`config.mk`:
```
export PLATFORM = sky130hd
export DESIGN_NAME = sipo_frame_ctrl
export DESIGN_NICKNAME = d
export VERILOG_FILES = /design/src/rtl/sipo_frame_pkg.sv /design/src/rtl/sipo_shift_en.sv /design/src/rtl/sipo_frame_ctrl.sv
export SDC_FILE = /design/constraint.sdc
export NUM_CORES = 1
export LEC_CHECK = 0
export CAP_MARGIN = 10
export CORE_MARGIN = 3
export CORE_UTILIZATION = 35
export DETAILED_ROUTE_END_ITERATION = 12
export PLACE_DENSITY = 0.69
export SLEW_MARGIN = 5
export SYNTH_ARGS = -nofsm -noshare
export SYNTH_HDL_FRONTEND = slang
export SYNTH_SLANG_ARGS = --single-unit
```
`constraint.sdc`:
```
create_clock -name clk -period 3.1 [get_ports clk]
set_clock_uncertainty 0.2 [all_clocks]
set_input_delay 0.31 -clock clk [delete_from_list [all_inputs] [get_ports clk]]
set_output_delay 0.31 -clock clk [all_outputs]
set_load 0.02 [all_outputs]
```
`src/rtl/sipo_frame_pkg.sv`:
```
// Shared definitions for the serial-in/parallel-out frame receiver.
package sipo_frame_pkg;

  localparam int unsigned WIDTH_DEFAULT = 4;

  // Fixed 2-bit state encoding.
  localparam logic [1:0] IDLE  = 2'd0;
  localparam logic [1:0] SHIFT = 2'd1;
  localparam logic [1:0] STOP  = 2'd2;
  localparam logic [1:0] ABORT = 2'd3;

  typedef enum logic [1:0] {
    ST_IDLE  = IDLE,
    ST_SHIFT = SHIFT,
    ST_STOP  = STOP,
    ST_ABORT = ABORT
  } state_e;

endpackage

```
`src/rtl/sipo_shift_en.sv`:
```
// Enabled shift register: shifts left with the new bit at the LSB.
// Ports: clk, reset (async active-low), shift_en, clear (sync, wins over
// shift_en), serial_in, q (registered parallel contents).
module sipo_shift_en
  import sipo_frame_pkg::*;
#(
  parameter int unsigned WIDTH = WIDTH_DEFAULT
) (
  input  logic             clk,
  input  logic             reset,
  input  logic             shift_en,
  input  logic             clear,
  input  logic             serial_in,
  output logic [WIDTH-1:0] q
);

  always_ff @(posedge clk or negedge reset) begin
    if (!reset) begin
      q <= '0;
    end else if (clear) begin
      q <= '0;
    end else if (shift_en) begin
      q <= {q[WIDTH-2:0], serial_in};
    end
  end

endmodule

```
`src/rtl/sipo_frame_ctrl.sv`:
```
// Frame receiver: start bit (0), WIDTH data bits MSB first, stop bit (1).
// Ports: clk, reset (async active-low), enable, serial_in, ready, clear_err;
// data_out/valid hold the last accepted word until consumed, busy is high
// outside IDLE, frame_err pulses on a bad stop bit, overrun is sticky.
module sipo_frame_ctrl
  import sipo_frame_pkg::*;
#(
  parameter int unsigned WIDTH = WIDTH_DEFAULT
) (
  input  logic             clk,
  input  logic             reset,
  input  logic             enable,
  input  logic             serial_in,
  input  logic             ready,
  input  logic             clear_err,
  output logic [WIDTH-1:0] data_out,
  output logic             valid,
  output logic             busy,
  output logic             frame_err,
  output logic             overrun
);

  localparam int unsigned CW = $clog2(WIDTH + 1);

  state_e           state, state_nxt;
  logic [CW-1:0]    cnt, cnt_nxt;
  logic             shift_en, sh_clear;
  logic             good_stop, bad_stop;
  logic [WIDTH-1:0] sh_q;

  sipo_shift_en #(.WIDTH(WIDTH)) u_shift (
    .clk       (clk),
    .reset     (reset),
    .shift_en  (shift_en),
    .clear     (sh_clear),
    .serial_in (serial_in),
    .q         (sh_q)
  );

  // State and bit counter registers.
  always_ff @(posedge clk or negedge reset) begin
    if (!reset) begin
      state <= ST_IDLE;
      cnt   <= '0;
    end else begin
      state <= state_nxt;
      cnt   <= cnt_nxt;
    end
  end

  // Next-state and strobe decode.
  always_comb begin
    state_nxt = state;
    cnt_nxt   = cnt;
    shift_en  = 1'b0;
    sh_clear  = 1'b0;
    good_stop = 1'b0;
    bad_stop  = 1'b0;
    case (state)
      ST_IDLE: begin
        if (enable && !serial_in) begin
          state_nxt = ST_SHIFT;
          cnt_nxt   = '0;
          sh_clear  = 1'b1;
        end
      end
      ST_SHIFT: begin
        if (!enable) begin
          state_nxt = ST_IDLE;
        end else begin
          shift_en = 1'b1;
          cnt_nxt  = cnt + CW'(1);
          // Last data bit: counter tops out at WIDTH, never wraps.
          if (cnt == CW'(WIDTH - 1)) state_nxt = ST_STOP;
        end
      end
      ST_STOP: begin
        if (!enable) begin
          state_nxt = ST_IDLE;
        end else if (serial_in) begin
          good_stop = 1'b1;
          state_nxt = ST_IDLE;
        end else begin
          bad_stop  = 1'b1;
          state_nxt = ST_ABORT;
        end
      end
      ST_ABORT: begin
        // Wait for the line to go idle so a stuck-low line is not a new start.
        if (serial_in) state_nxt = ST_IDLE;
      end
      default: state_nxt = ST_IDLE;
    endcase
  end

  // Output word, handshake and status flags.
  always_ff @(posedge clk or negedge reset) begin
    if (!reset) begin
      data_out  <= '0;
      valid     <= 1'b0;
      busy      <= 1'b0;
      frame_err <= 1'b0;
      overrun   <= 1'b0;
    end else begin
      busy      <= (state_nxt != ST_IDLE);
      frame_err <= bad_stop;
      // A handshake in the same cycle frees the slot for the new word.
      if (good_stop && (!valid || ready)) begin
        data_out <= sh_q;
        valid    <= 1'b1;
      end else if (valid && ready) begin
        valid <= 1'b0;
      end
      // A new overrun event wins over clear_err.
      if (good_stop && valid && !ready) begin
        overrun <= 1'b1;
      end else if (clear_err) begin
        overrun <= 1'b0;
      end
    end
  end

endmodule

```
==> results of run 1 <==
-- power groups by stage --
stage / sequential [mW] / clock (mW) / combinational, mW
2_1_floorplan: 0.355 / 0 / 0.119
3_5_place_dp: 0.344 / 0 / 0.211
5_1_grt: 0.348 / 0.136 / 0.234
4_1_cts: 0.339 / 0.120 / 0.214
6_report: 0.337 / 0.115 / 0.210
3_3_place_gp: 0.340 / 0 / 0.207
-- area by class of cell --
type,count,area (um^2),share of cell area (%)
tap,25,31.3,3.42
sequential,17,425,46.4
clock inverter,1,5.00,0.546
timing repair buffer,13,130,14.2
clock buffer,3,22.5,2.46
inverter,7,26.3,2.87
multi-input combinational,32,275,30.1
-- worst reg2reg max path: cells and delay by family, from the launching register on --
family / cells / cell delay (ns)
multiplexers: 1 / 0.34
AND/OR/NAND/NOR: 2 / 0.41
flip-flops: 1 / 0.47
-- worst paths after layout --
| path | startpoint | end | depth (start not counted) |
|---|---|---|---|
| worst min-delay path | reset | u_shift.q[0] | 1 |
| min in group clk | cnt[1] | cnt[1] | 1 |
| worst max-delay path | data_out[2] | data_out[2] | 1 |
| worst min register to register | cnt[1] | cnt[1] | 1 |
| worst max register to register | state[0] | data_out[3] | 3 |
| max in group asynchronous | reset | cnt[1] | 1 |
-- layer usage --
metal	wire length (um)	part of all wire, %
met1	563	48
met2	509	44
met3	77	6.6
met4	10	0.86
met5	0	0
-- logic make-up after synthesis --
| group | Yosys count | synth area share, % |
|---|---|---|
| adders and majority gates | 2 | 3.44 |
| buffers and inverters | 7 | 3.61 |
| AOI/OAI and AO/OA | 14 | 13.4 |
| muxes | 5 | 7.74 |
| DFF | 17 | 58.5 |
| and+or+nand+nor | 11 | 13.3 |
-- flip-flops by register name (all words and copies together), names as in the netlist --
register and count:
state 2, data_out 4, cnt 3, u_shift.q 4
busy 1, overrun 1, frame_err 1, valid 1
-- cell usage in the layout (no fill, tap or decap), types with 2 or more instances in the layout --
cell type,instances
o21ai_0,3
nand2_1,2
ha_1,2
mux2_2,5
dfrtp_1,17
inv_1,6
nor2_1,2
clkdlybuf4s50_1,13
a22o_1,5
clkbuf_4,3
a21oi_1,3
nor2b_1,2
==> run metrics, run 1 <==
status=finished, final reports clean; Initial DRT Pass Iterations=2; met2 Usage GRT=14.4%; CTS root buf=clkbuf_4; mean area per synthesized cell=13.0 um^2; pin count of the biggest net entering global routing=18; Worst Tran Pin Value=0.710 ns; num rows=15; sequential share of the synthesized area=58.5%; fillers=173; Static Leak=0.439 nW; Worst Path Max Fanout=2; Die Area=2660 um^2; setup repair bufs after CTS=0; worst vdd rail ir drop=0.322 mV; internal cell power=0.450 mW; number of remaining DRC errors=0; met1 GRT Util=14.3%; min Tclk post-route=1.75 ns; placed cells=94; Finished Cell Area=916 um^2; Hold/Removal Path Class=in2async; CTS tree=yes; vias in the first global route=483; clock power share=17.4%; number of synthesized flops with an enable pin=0; GRT overflow=0; Post-Syn Area=727 um^2; starting density of the core=39.5%; Top FF cell, synth=dfrtp_1; initial antenna violation count=0; Worst path max stage delay=0.60 ns; post-synth cell types=19; fraction of layout cells with a size suffix above 1=20.5%; Required @ worst endpoint=2.59 ns; max-cap violations=0; Yosys warning count=0; DP Worst Slack=1.19 ns; RSZ-0062 raised after global routing=no; Final Wtd Congestion=0.755; CP Buf/Inv Count=1; Worst slew margin=52.5%; CTS Buffer Depth=2; power density cells=723 nW/um^2; First DRT Iteration DRCs=6; Final setup viols=0; CTS resizes=0; gr busiest metal=met2; Total Power=0.662 mW; Synth top cells by count=dfrtp_1 (17), inv_1 (6), a22o_1 (5), mux2_2 (5); post-DP HPWL=874 um; grt met3 use=4.30%; NetSw=0.212 mW; combinational share of power=31.7%; final period utilization=56.5%; number of vias per cell=4.62; Slew Viols, Final=0; most frequent cell after synthesis=dfrtp_1; largest cells by area after synthesis=dfrtp_1 (59%), mux2_2 (7.7%), a22o_1 (6.0%); critical path's slowest cell=clkdlybuf4s50_1; Tot GR Track Use=10.8%; post-synth top area share=58.5%; Hold WS=0.244 ns; crit path DAT=1.24 ns; I/O pin total=14; post-layout util=49.8%; Synth area leader=dfrtp_1; core area=1840 um^2; R2R setup slack=1.58 ns; Final Hold Viols=0; Reg power frac=51.0%; port bufs=13; crit-path cells=clkdlybuf4s50_1; syn nets=64; die width=51.6 um; clock sink count=17; crit start category=register; post-route setup slack=1.35 ns; Net Sw Frac=32.0%; first-pass GRT wire length=2.09 mm; Die Y=51.6 um; Synth Register Bits=17; crit-path leading delay family=buffers and inverters; final setup TNS=0 ns; number of buffers created by CTS=3; Post-Synthesis Cells=56; placed cell area=888 um^2; ant diodes=0; asr flop ratio synth=100%; # nets final=82; drt wl/cell=11.8 um; Area growth syn-to-layout=26.0%; Routed WL=1.16 mm; cts-stage hold buffer count=0; WS Path Type=reg2out; H-tree depth=1; latest clock arrival within the worst-skew pair=0.28 ns; Vias=453; CP endpoint kind=output port; clock-pin slew on the worst setup and hold paths=0.10 ns; Max Fclk=0.571 GHz; Post-DRT Antenna Nets=0; Non-Filler Instances=98
No activity file was read; power rests on OpenSTA's default activity.
==> run 2: changes to the inputs <==
--- a/config.mk
+++ b/config.mk
@@ -9,7 +9,7 @@
 export CORE_MARGIN = 3
 export CORE_UTILIZATION = 35
 export DETAILED_ROUTE_END_ITERATION = 12
-export PLACE_DENSITY = 0.69
+export PLACE_DENSITY = 0.71
 export SLEW_MARGIN = 5
 export SYNTH_ARGS = -nofsm -noshare
 export SYNTH_HDL_FRONTEND = slang
==> constraint.sdc (replaced) <==
create_clock -name clk -period 1.6 [get_ports clk]
set_clock_uncertainty 0.2 [all_clocks]
set_input_delay 0.16 -clock clk [delete_from_list [all_inputs] [get_ports clk]]
set_output_delay 0.16 -clock clk [all_outputs]
set_load 0.02 [all_outputs]
==> run 2 against run 1 <==
  * Global-route usage grew 1.4 points
  * Non-clock buffer count grew 8
  * Critical path depth increased by 3
  * Sequential share of layout area is 2.8 points lower
  * Design area rose by 6.4%
  * Count of clock-buffer cells in the layout is 1 higher
  * Largest cell class unchanged
==> run metrics, run 2 (synthesized netlist as in run 1, its figures left out) <==
status=finished, final reports clean; internal cell power=0.882 mW; Static Leak=0.530 nW; Required @ worst endpoint=1.57 ns; starting density of the core=39.5%; clock power share=17.3%; GRT overflow=0; max-cap violations=0; first-pass GRT wire length=2.36 mm; critical path's slowest cell=dfrtp_1; Initial DRT Pass Iterations=3; startpoint of the worst hold path=clear_err; crit start category=register; final period utilization=92.8%; worst vdd rail ir drop=0.834 mV; Worst Path Max Fanout=5; Vias=487; Area growth syn-to-layout=34.1%; Hold/Removal Path Class=in2reg; initial antenna violation count=0; Reg power frac=48.6%; crit-path leading delay family=flip-flops; post-DP HPWL=973 um; number of vias per cell=4.59; most frequent cells in the layout=dfrtp_1 (17), buf_4 (7), inv_1 (6), dlygate4sd2_1 (6); Die Area=2660 um^2; combinational share of power=34.1%; Slew Viols, Final=0; R2R setup slack=0.11 ns; placed cell area=941 um^2; post-route setup slack=0.115 ns; First DRT Iteration DRCs=4; Final setup viols=0; Routed WL=1.30 mm; port bufs=13; NetSw=0.417 mW; core area=1840 um^2; Crit Reg-Reg Endpoint=state[0]; min Tclk post-route=1.49 ns; vias in the first global route=506; # nets final=90; number of remaining DRC errors=0; Finished Cell Area=975 um^2; CTS root buf=clkbuf_4; Final Wtd Congestion=0.776; most frequent CP cell=a21oi_1; CP Buf/Inv Count=1; H-tree depth=1; clock sink count=17; hold endpoint=overrun; Max Fclk=0.673 GHz; crit-path cells=and2b_2, buf_4, a21oi_1, a21oi_1; WS Path Type=reg2reg; latest clock arrival within the worst-skew pair=0.28 ns; most common cell after layout, fill and taps aside=dfrtp_1; CTS tree=yes; RSZ-0062 raised after global routing=no; power density cells=1330 nW/um^2; drt wl/cell=12.2 um; DP Worst Slack=-0.120 ns; top flop regs=data_out x4, u_shift.q x4, cnt x3; Worst path max stage delay=0.50 ns; hold path depth=2; CTS Buffer Depth=2; Net Sw Frac=32.1%; Post-DRT Antenna Nets=0; Reg2Reg Depth=4; Total Power=1.30 mW; Tot GR Track Use=12.1%; Critical R2R Launch=state[1]; num rows=15; CP endpoint kind=register; fraction of layout cells with a size suffix above 1=25.9%; pin count of the biggest net entering global routing=18; die width=51.6 um; Worst slew margin=79.3%; fillers=179; Die Y=51.6 um; crit path DAT=1.45 ns; Worst Tran Pin Value=0.309 ns; setup repair bufs after CTS=0; Final Hold Viols=0; I/O pin total=14; clock-pin slew on the worst setup and hold paths=0.10 ns; number of buffers created by CTS=3; ant diodes=0
==> run 2: cell types whose count changed in the layout (fill, tap and decap cells not counted), sizes merged <==
cell           previous run  this run
buf                       0         7
clkbuf                    3         4
dlymetal6s2s              0         2
clkdlybuf4s50            13         5
dlygate4sd2               0         6
dlygate4sd3               0         1
clkinv                    1         0
==> run 2: cell type report <==
cell class / instances / area, um^2 / share of cell area, %
well taps: 25 / 31.3 / 3.21
repair buffers: 21 / 190 / 19.5
clock buffers: 4 / 26.3 / 2.70
inverters: 7 / 26.3 / 2.70
multi-input cells: 32 / 275 / 28.2
flip-flops and latches: 17 / 425 / 43.6
==> run 2: metal layers <==
layer  global-route usage (%)  wire, um  vias up
met5                        0         0        -
met3                     3.15        72        2
met4                     6.55        16        0
met2                     17.6       625       11
met1                     16.5       583      231
li1                         -         -      243
==> run 2: power by group through the flow <==
| stage | Sequential, mW | Clock (mW) | Combinational, mW |
|---|---|---|---|
| after detailed placement | 0.645 | 0 | 0.468 |
| after global placement | 0.641 | 0 | 0.453 |
| after floorplan | 0.689 | 0 | 0.230 |
| after global routing | 0.651 | 0.262 | 0.501 |
| after CTS | 0.635 | 0.236 | 0.452 |
| final | 0.632 | 0.224 | 0.443 |
==> run 2: how the worst max path moves through the flow <==
| stage | startpoint | endpoint | slack (ns) | cells past startpoint |
|---|---|---|---|---|
| floorplan | state[0] | data_out[0] | 0.15 | 3 |
| global placement | enable | data_out[0] | -0.08 | 4 |
| detailed placement | enable | data_out[3] | -0.12 | 4 |
| CTS | busy | busy | 0.006 | 1 |
| global route | state[1] | busy | 0.001 | 4 |
| finish | state[1] | state[0] | 0.11 | 4 |
==> run 2: metrics by stage <==
step	std cells	utilization (%)	hold WS (ns)	setup TNS (ns)
after detailed placement	101	51.2	0.282	-0.808
after global placement	101	51.2	0.282	-0.347
final	106	53.0	0.252	0
after CTS	106	52.7	0.243	0
after floorplan	56	-	-0.336	0
after global routing	106	53.0	0.257	0
==> run 2: timing repair <==
action,4_1_cts,5_1_grt
cloned,0,0
hold buffers,1,0
pin swaps,0,0
hold endpoints to repair,17,0
endpoints found under the setup margin,6,2
resized for setup,6,2
